<file path="config.mk">
export PLATFORM = sky130hd
export DESIGN_NAME = time_uart_tx
export DESIGN_NICKNAME = d
export VERILOG_FILES = /design/src/rtl/clock_pkg.sv /design/src/rtl/uart_tx_byte.sv /design/src/rtl/time_uart_tx.sv
export SDC_FILE = /design/constraint.sdc
export NUM_CORES = 1
export LEC_CHECK = 0
export BUFFER_PORTS_ARGS = -buffer_cell sky130_fd_sc_hd__buf_2
export CAP_MARGIN = 5
export CORE_MARGIN = 5
export CORE_UTILIZATION = 45
export CTS_BUF_LIST = sky130_fd_sc_hd__clkbuf_8 sky130_fd_sc_hd__clkbuf_16
export CTS_CLUSTER_DIAMETER = 80
export CTS_CLUSTER_SIZE = 10
export DETAILED_ROUTE_END_ITERATION = 10
export GPL_TIMING_DRIVEN = 0
export HOLD_SLACK_MARGIN = 0.02
export PLACE_DENSITY = 0.72
export SYNTH_ARGS = -nofsm -noshare
export SYNTH_HDL_FRONTEND = slang
export SYNTH_SLANG_ARGS = --single-unit
</file>
<file path="constraint.sdc">
create_clock -name CLK100MHZ -period 4.85 [get_ports CLK100MHZ]
set_input_delay 0.97 -clock CLK100MHZ [delete_from_list [all_inputs] [get_ports CLK100MHZ]]
set_output_delay 0.97 -clock CLK100MHZ [all_outputs]
set_load 0.1 [all_outputs]
</file>
<file path="src/rtl/clock_pkg.sv">
// Shared constants, FSM encoding and character helpers for the serial time reporter.
package clock_pkg;

  localparam logic [7:0] COLON = 8'h3A;
  localparam logic [7:0] CR    = 8'h0D;
  localparam logic [7:0] LF    = 8'h0A;
  localparam logic [7:0] QMARK = 8'h3F;
  localparam logic [7:0] ZERO  = 8'h30;

  localparam int unsigned FRAME_CHARS = 10;

  typedef enum logic [1:0] {
    ST_IDLE,
    ST_START,
    ST_DATA,
    ST_STOP
  } tx_state_t;

  // Frozen time snapshot, all digits BCD.
  typedef struct packed {
    logic [3:0] h1;
    logic [3:0] h2;
    logic [3:0] m1;
    logic [3:0] m2;
    logic [3:0] s1;
    logic [3:0] s2;
  } snap_t;

  function automatic int unsigned clks_per_bit(input int unsigned clk_hz,
                                               input int unsigned baud);
    return clk_hz / baud;
  endfunction

  function automatic logic [7:0] enc_digit(input logic [3:0] d);
    return (d > 4'd9) ? QMARK : ZERO + {4'b0000, d};
  endfunction

  // Out-of-range seconds map to 4'hF in both digits so each encodes as '?'.
  function automatic logic [7:0] secs_bcd(input logic [5:0] secs);
    if (secs > 6'd59) return 8'hFF;
    return {4'(secs / 6'd10), 4'(secs % 6'd10)};
  endfunction

  function automatic logic [7:0] char_at(input snap_t s, input logic [3:0] idx);
    case (idx)
      4'd0:    return enc_digit(s.h1);
      4'd1:    return enc_digit(s.h2);
      4'd2:    return COLON;
      4'd3:    return enc_digit(s.m1);
      4'd4:    return enc_digit(s.m2);
      4'd5:    return COLON;
      4'd6:    return enc_digit(s.s1);
      4'd7:    return enc_digit(s.s2);
      4'd8:    return CR;
      default: return LF;
    endcase
  endfunction

endpackage

</file>
<file path="src/rtl/uart_tx_byte.sv">
// 8N1 byte serializer. ready is high while idle and during the last STOP cycle,
// so a start seen then chains the next START with no idle gap.
module uart_tx_byte
  import clock_pkg::*;
#(
  parameter int unsigned CLKS_PER_BIT = 868
) (
  input  logic       clk,
  input  logic       rst,
  input  logic       start,
  input  logic [7:0] data,
  output logic       ready,
  output logic       txd
);

  localparam int unsigned CW = (CLKS_PER_BIT > 1) ? $clog2(CLKS_PER_BIT) : 1;
  localparam logic [CW-1:0] LAST = CW'(CLKS_PER_BIT - 1);

  tx_state_t     state;
  logic [CW-1:0] baud_cnt;
  logic [2:0]    bit_idx;
  logic [7:0]    shreg;
  logic          bit_end_c;

  assign bit_end_c = (baud_cnt == LAST);

  always_ff @(posedge clk) begin
    if (rst) begin
      state    <= ST_IDLE;
      baud_cnt <= '0;
      bit_idx  <= '0;
      shreg    <= '0;
      txd      <= 1'b1;
      ready    <= 1'b1;
    end else begin
      case (state)
        ST_IDLE: begin
          if (start) begin
            state    <= ST_START;
            shreg    <= data;
            txd      <= 1'b0;
            ready    <= 1'b0;
            baud_cnt <= '0;
          end
        end
        ST_START: begin
          if (bit_end_c) begin
            state    <= ST_DATA;
            baud_cnt <= '0;
            bit_idx  <= '0;
            txd      <= shreg[0];
          end else begin
            baud_cnt <= baud_cnt + CW'(1);
          end
        end
        ST_DATA: begin
          if (bit_end_c) begin
            baud_cnt <= '0;
            if (bit_idx == 3'd7) begin
              state <= ST_STOP;
              txd   <= 1'b1;
              ready <= (LAST == '0);
            end else begin
              bit_idx <= bit_idx + 3'd1;
              shreg   <= {1'b1, shreg[7:1]};
              txd     <= shreg[1];
            end
          end else begin
            baud_cnt <= baud_cnt + CW'(1);
          end
        end
        ST_STOP: begin
          if (bit_end_c) begin
            baud_cnt <= '0;
            if (start) begin
              state <= ST_START;
              shreg <= data;
              txd   <= 1'b0;
              ready <= 1'b0;
            end else begin
              state <= ST_IDLE;
              ready <= 1'b1;
            end
          end else begin
            baud_cnt <= baud_cnt + CW'(1);
            ready    <= (baud_cnt == LAST - CW'(1));
          end
        end
        default: begin
          state <= ST_IDLE;
          txd   <= 1'b1;
          ready <= 1'b1;
        end
      endcase
    end
  end

endmodule

</file>
<file path="src/rtl/time_uart_tx.sv">
// Serial time reporter: snapshots the running time on request and sends
// "HH:MM:SS\r\n" as back-to-back 8N1 characters.
module time_uart_tx
  import clock_pkg::*;
#(
  parameter int unsigned CLK_HZ = 100_000_000,
  parameter int unsigned BAUD   = 115_200
) (
  input  logic       CLK100MHZ,
  input  logic       Reset,
  input  logic       send_req,
  input  logic [3:0] hours1,
  input  logic [3:0] hours2,
  input  logic [3:0] mins1,
  input  logic [3:0] mins2,
  input  logic [5:0] secs,
  output logic       UART_TXD,
  output logic       busy,
  output logic       done
);

  localparam int unsigned CLKS_PER_BIT = clks_per_bit(CLK_HZ, BAUD);

  snap_t      snap;
  snap_t      snap_in_c;
  logic [3:0] char_idx;
  logic       ready;
  logic       start_c;
  logic       last_char_c;
  logic [7:0] data_c;

  // The first character comes straight from the live inputs because the
  // serializer loads it on the same edge that captures the snapshot.
  always_comb begin
    snap_in_c   = {hours1, hours2, mins1, mins2, secs_bcd(secs)};
    last_char_c = (char_idx == 4'(FRAME_CHARS - 1));
    start_c     = busy ? (ready && !last_char_c) : send_req;
    data_c      = busy ? char_at(snap, char_idx + 4'd1) : char_at(snap_in_c, 4'd0);
  end

  always_ff @(posedge CLK100MHZ) begin
    if (Reset) begin
      busy     <= 1'b0;
      done     <= 1'b0;
      char_idx <= '0;
      snap     <= '0;
    end else begin
      done <= 1'b0;
      if (!busy) begin
        if (send_req) begin
          busy     <= 1'b1;
          char_idx <= '0;
          snap     <= snap_in_c;
        end
      end else if (ready) begin
        if (last_char_c) begin
          busy     <= 1'b0;
          done     <= 1'b1;
          char_idx <= '0;
        end else begin
          char_idx <= char_idx + 4'd1;
        end
      end
    end
  end

  uart_tx_byte #(
    .CLKS_PER_BIT(CLKS_PER_BIT)
  ) u_byte (
    .clk  (CLK100MHZ),
    .rst  (Reset),
    .start(start_c),
    .data (data_c),
    .ready(ready),
    .txd  (UART_TXD)
  );

endmodule

</file>
# --- Word-level counts from Yosys, hierarchy flattened ---
# Index checks and enable logic that the tools add are counted.
op_classes:
  n_addsub: 10
  div_mod_pow: 2
  magnitude_cmp: 8
  n_eq_ne: 22
  n_mux: 53
  n_bitwise: 2
  reduce_logical: 17
op_table:
  columns: ["cell", "n"]
  rows:
  - ["two-way mux 8 bit", 7]
  - ["case mux 7 bit (8 select lines)", 1]
  - ["adder 6 x 4 -> 7 bit, first input constant", 7]
  - ["two-way mux 7 bit", 7]
  - ["> comparator 4 bit, second input constant", 7]
  - ["case mux 8 bit (3 select lines)", 1]
  - ["== test 10 bit, second input constant", 2]
  - ["two-way mux 10 bit", 2]
  - ["case mux 10 bit (2 select lines)", 1]
  - ["two-way mux 1 bit", 18]
  - ["== test 4 x 3 -> 1 bit, second input constant", 4]
  - ["two-way mux 4 bit", 4]
  - ["AND reduction 4 bit", 3]
  - ["adder 10 x 1 -> 10 bit, second input constant", 1]
  - ["two-way mux 2 bit", 5]
  - ["!= test 2 x 1 -> 1 bit, second input constant", 5]
  - ["two-way mux 3 bit", 3]
  - ["== test 4 x 2 -> 1 bit, second input constant", 2]
  - ["== test 4 bit, second input constant", 2]
  - ["case mux 2 bit (4 select lines)", 1]
  - ["divider 6 x 4 -> 6 bit, second input constant", 1]
  - ["> comparator 6 bit, second input constant", 1]
  - ["modulo 6 x 4 -> 6 bit, second input constant", 1]
  - ["case mux 3 bit (2 select lines)", 1]
  - ["21 further kinds", 27]
totals:
  reg_bits: 55
  output_inout_bits: 3

# --- Longest topological paths before layout ---
logic_depth:
  depth_word: 8
  mapped_depth: 10

# --- Cells and area by module ---
# A second synthesis with hierarchy kept.
hier_totals:
  hier_cells: 473
  hier_area_um2: 3741.1
by_module_without_submodules:
  columns: ["mod", "n_inst", "cells_each", "area_each_um2", "seq_area_each_um2"]
  rows:
  - ["time_uart_tx", 1, 291, 2089.5, 600.6]
  - ["uart_tx_byte", 1, 182, 1651.6, 500.5]

# --- Worst setup path before layout ---
# No wires, ideal clock.
synth_path:
  kind: "input port to flip-flop"
  start: "input port secs[5]"
  end: "register snap[3] (netlist bit)"
  arrival_time_ns: 2.434
  setup_slack_ns: 2.284
  cell_stages: 10
  cell_sequence: "buf_2 -> or3b_1 -> o211ai_1 -> o21ai_0 -> ha_1 -> nor2b_1 -> o21ai_0 -> nand3_1 -> a21oi_1 -> nor3_1"
synth_via:
  elab_chain_len: 3
synth_lines:
  columns: ["element", "line_no", "text"]
  rows:
  - ["start, declared", "time_uart_tx.sv:16", "input logic [5:0] secs,"]
  - ["parallel branches: the longest is 2 deep, another holds modulo 6 x 4 -> 6 bit", null, null]
  - ["two-way mux 8 bit (*)", "clock_pkg.sv:41", "return {4'(secs / 6'd10), 4'(secs % 6'd10)};"]
  - ["end signal, assigned", "time_uart_tx.sv:53", "snap <= snap_in_c;"]
  - ["end, declared", "time_uart_tx.sv:24", "snap_t snap;"]
# Every way passes the cells marked *.
# A chain may end at the register's enable or synchronous reset.

# --- Worst setup path in the final report ---
layout_path:
  start: "register char_idx[0]"
  end: "register u_byte.shreg[3]"
layout_via:
  elab_chain_len: 8
layout_lines:
  columns: ["element", "line_no", "text"]
  rows:
  - ["start, declared", "time_uart_tx.sv:26", "logic [3:0] char_idx;"]
  - ["start signal, assigned", "time_uart_tx.sv:61", "char_idx <= char_idx + 4'd1;"]
  - ["adder 4 x 1 -> 4 bit", "time_uart_tx.sv:38", "data_c = busy ? char_at(snap, char_idx + 4'd1) : char_at(snap_in_c, 4'd0);"]
  - ["== test 4 x 3 -> 1 bit / == test 4 x 2 -> 1 bit (equally long branches)", "clock_pkg.sv:45", "case (idx)"]
  - ["OR reduction 2 bit (no source line)", null, null]
  - ["case mux 7 bit (8 select lines)", "clock_pkg.sv:45", null]
  - ["two-way mux 8 bit", "time_uart_tx.sv:38", null]
  - ["two-way mux 8 bit (*)", "uart_tx_byte.sv:38, uart_tx_byte.sv:75", null]
  - ["two-way mux 8 bit", "uart_tx_byte.sv:73", "if (bit_end_c) begin"]
  - ["case mux 8 bit (3 select lines) (*)", "uart_tx_byte.sv:36", "case (state)"]
  - ["end signal, assigned", "uart_tx_byte.sv:40", "shreg <= data;"]
  - ["end signal, assigned", "uart_tx_byte.sv:65", "shreg <= {1'b1, shreg[7:1]};"]
  - ["end signal, assigned", "uart_tx_byte.sv:77", "shreg <= data;"]
  - ["end, declared", "uart_tx_byte.sv:22", "logic [7:0] shreg;"]
# Mark *: on every way between the ends. The rest lies on a longest branch, timed or not. The select of a mux whose other input is x is not followed.

==> metrics.md <==
| Metric | Value |
|---|---|
| Share of cells above drive strength 1 | 12.8% |
| # diodes | 0 |
| CTS Hold Bufs | 0 |
| RePlAce Congestion | 0.882 |
| Gr ovfl total | 0 |
| PortBufs | 25 |
| Num CTS Buffers | 5 |
| Crit Path Max Fanout | 11 |
| Multi-input gate area | 2130 µm² |
| #FFs+latches synth | 55 |
| Most instantiated cells after synthesis | dfxtp_1, nand2_1, nor2_1 |
| CTS tree | built |
| Final Skew | 0.00867 ns |
| DR DRC count | 0 |
| Number of max-cap violations | 0 |
| Initial core utilization | 46.7% |
| Post-Syn Instances | 427 |
| Die W | 97.2 µm |
| Run status | finished, final reports clean |
| P_leak | 1.46 nW |
| Slew Limit Fails | 0 |
| Pre-Repair DR Iteration Count | 5 |
| Synth Area in Adders | 5.48% |
| Post-route ant nets | 0 |
| Final period utilization | 56.9% |
| Post-Synth XOR/XNOR Area | 3.58% |
| Reg2reg setup slack | 2.09 ns |
| Synth-to-Final Area Change | 10.3% |
| DR iter-0 viols | 201 |
| CP Cell Sequence | inv_1 -> ha_1 -> buf_2 -> a222oi_1 -> nor4b_1 -> o32a_1 -> o41ai_1 -> a211oi_1 |
| Sequential cell area | 1100 µm² |
| Count of cell types in the netlist | 67 |
| Clock transition at path regs | 0.11 ns |
| Core area | 7330 µm² |
| R2R depth | 8 |
| Clk sink count | 55 |
| Clk buf depth | 2 |
| Arr. time, crit path | 2.95 ns |
| Setup bufs post-CTS | 0 |
| FF-to-FF Start | char_idx[0] |
| CP startpoint | char_idx[0] |
| Startpoint class of the critical path | flip-flop |
| Num rows | 31 |
| DP Wirelength | 6110 µm |
| Gr usage total | 16.9% |
| WHS Path Cells | 2 |
| Setup TNS Final | 0 ns |
| Least-Margin Pin Slew | 0.563 ns |
| Min cycle time layout | 2.76 ns |
| Yosys top cell by area | dfxtp_1 |
| Post-Route M1 WL | 3740 µm |
| End point of the critical path | u_byte.shreg[3] |
| Main combinational cell family by area after synthesis | compound AO/OA/AOI/OAI gates |
| Ranking of synthesized cells by area | dfxtp_1, ha_1, a21oi_1 |
| Vias in the first global route | 3,006 |
| Top_reg_cell synth | dfxtp_1 |
| Antenna violations before repair | 0 |
| RR Endpoint | u_byte.shreg[3] |
| Vias/cell | 5.78 |
| Avg Inst Size Synth | 8.02 µm² |
| Final setup vio count | 0 |
| Peak Freq | 362 MHz |
| Critical path required time | 5.04 ns |
| Synth top area share | 32.2% |
| Wire per inst | 14.8 µm |
| Simple-gate share of the synthesized area | 22.6% |
| H-Tree Depth | 2 |
| Clock Latency Late Sink | 0.32 ns |
| Die height | 97.2 µm |
| Fillers | 706 |
| Slew margin rel. | 62.5% |
| Yosys warnings | 0 |
| Number of synthesized flops with an enable pin | 0 |
| Worst slack at placement | 1.94 ns |
| CP peak stage delay | 0.55 ns |
| WL met3 | 449 µm |
| Largest net degree at the start of global routing | 19 |
| Synth Area in Compound Gates | 29.2% |
| Count leader, synth | dfxtp_1 |
| I/O pin count | 28 |
| Post-CTS Resized | 0 |
| First-pass GRT wire length | 13,700 µm |
| Peak supply drop | 155 µV |
| Syn nets | 467 |
| Syn Std Cell Area | 3420 µm² |
| Crit end category | flip-flop |
| Multiplexer area fraction after synthesis | 1.50% |
| Worst Slack Setup Final | 2.09 ns |
| Critical setup path kind | flip-flop to flip-flop |
| Root Buffer | clkbuf_8 |
| Crit-path slowest cell | dfxtp_1 |
| Routed wl met2 | 3930 µm |
| Register area share after synthesis | 32.2% |
| Nets | 499 |
| Hold WC Path Type | flip-flop to flip-flop |
| PD cells | 355 nW/µm² |
| Unrepaired setup endpoints after global routing | no |
| Total Wirelength | 8270 µm |
| DR vias | 3,232 |
| Asr flop ratio synth | 0% |
| Die area | 9450 µm² |
| Final Hold Fails | 0 |
| Top layer used by detailed routing | met4 |
==> cells by family after synthesis <==
group	after synthesis
compound gates	140
xor+xnor	14
fa+ha+maj	15
buf+inv	46
flops	55
mux	5
simple gates	152
==> worst min path at each step <==
stage | from | to | slack (ns)
floorplan | u_byte.shreg[7] | u_byte.shreg[7] | 0.43
global placement | u_byte.shreg[7] | u_byte.shreg[7] | 0.44
detailed placement | u_byte.shreg[7] | u_byte.shreg[7] | 0.45
CTS | u_byte.shreg[7] | u_byte.shreg[7] | 0.46
global route | snap[20] | snap[20] | 0.49
finish | u_byte.shreg[7] | u_byte.shreg[7] | 0.46
==> sequential cells by signal, indices dropped and copies added, names as in the netlist <==
name	flops
busy	1
char_idx	4
done	1
snap	24
u_byte.baud_cnt	10
u_byte.bit_idx	3
u_byte.ready	1
u_byte.shreg	8
u_byte.state	2
u_byte.txd	1
==> area by class of cell <==
cell class	count	share of cell area [%]
Clock buffer	6	2.19
Timing Repair Buffer	25	3.31
Multi-Input combinational cell	326	56.5
Inverter	18	1.79
Sequential cell	55	29.2
Buffer	28	3.25
Tap cell	99	3.28
Clock inverter	2	0.530
==> per-layer routing <==
metal	up-vias	GRT usage (%)
met4	0	6.28
met2	87	27.9
met3	13	2.44
met5	-	0
met1	1510	22.4
li1	1622	-
==> cell usage in the layout (no fill, tap or decap), types with 10 or more instances in the layout <==
cell / synthesis / final
nand2_1: 48 / 48
nor2_1: 40 / 40
ha_1: 15 / 15
dfxtp_1: 55 / 55
buf_2: 7 / 32
a21oi_1: 36 / 36
clkbuf_1: 16 / 16
o21ai_0: 19 / 19
a211oi_1: 10 / 10
a21o_1: 11 / 11
inv_1: 18 / 18
==> critical path, delay by kind of cell, from the launching register on <==
family / cells / cell delay [ns]
flip-flops: 1 / 0.55
AND/OR/NAND/NOR: 1 / 0.11
adder cells (fa/ha/maj): 1 / 0.21
buffers and inverters: 2 / 0.30
AO/OA/AOI/OAI: 4 / 1.46
==> where the power goes <==
part           internal (mW)  leakage, nW  total (mW)  switching, mW
clock                  0.121       0.0533       0.283          0.162
combinational          0.188        0.961       0.498          0.310
sequential             0.509        0.450       0.558         0.0498
==> per-stage QoR <==
stage          cell area, µm²  std cells  total power, mW  hold slack, ns  util [%]
2_1_floorplan            3420        427            0.946           0.432         -
3_3_place_gp             3670        551             1.05           0.439      50.1
3_5_place_dp             3670        551             1.06           0.446      50.1
4_1_cts                  3770        559             1.34           0.458      51.5
5_1_grt                  3770        559             1.42           0.492      51.5
6_report                 3770        559             1.34           0.458      51.5
Note: power is estimated with default switching activity, not from simulation.
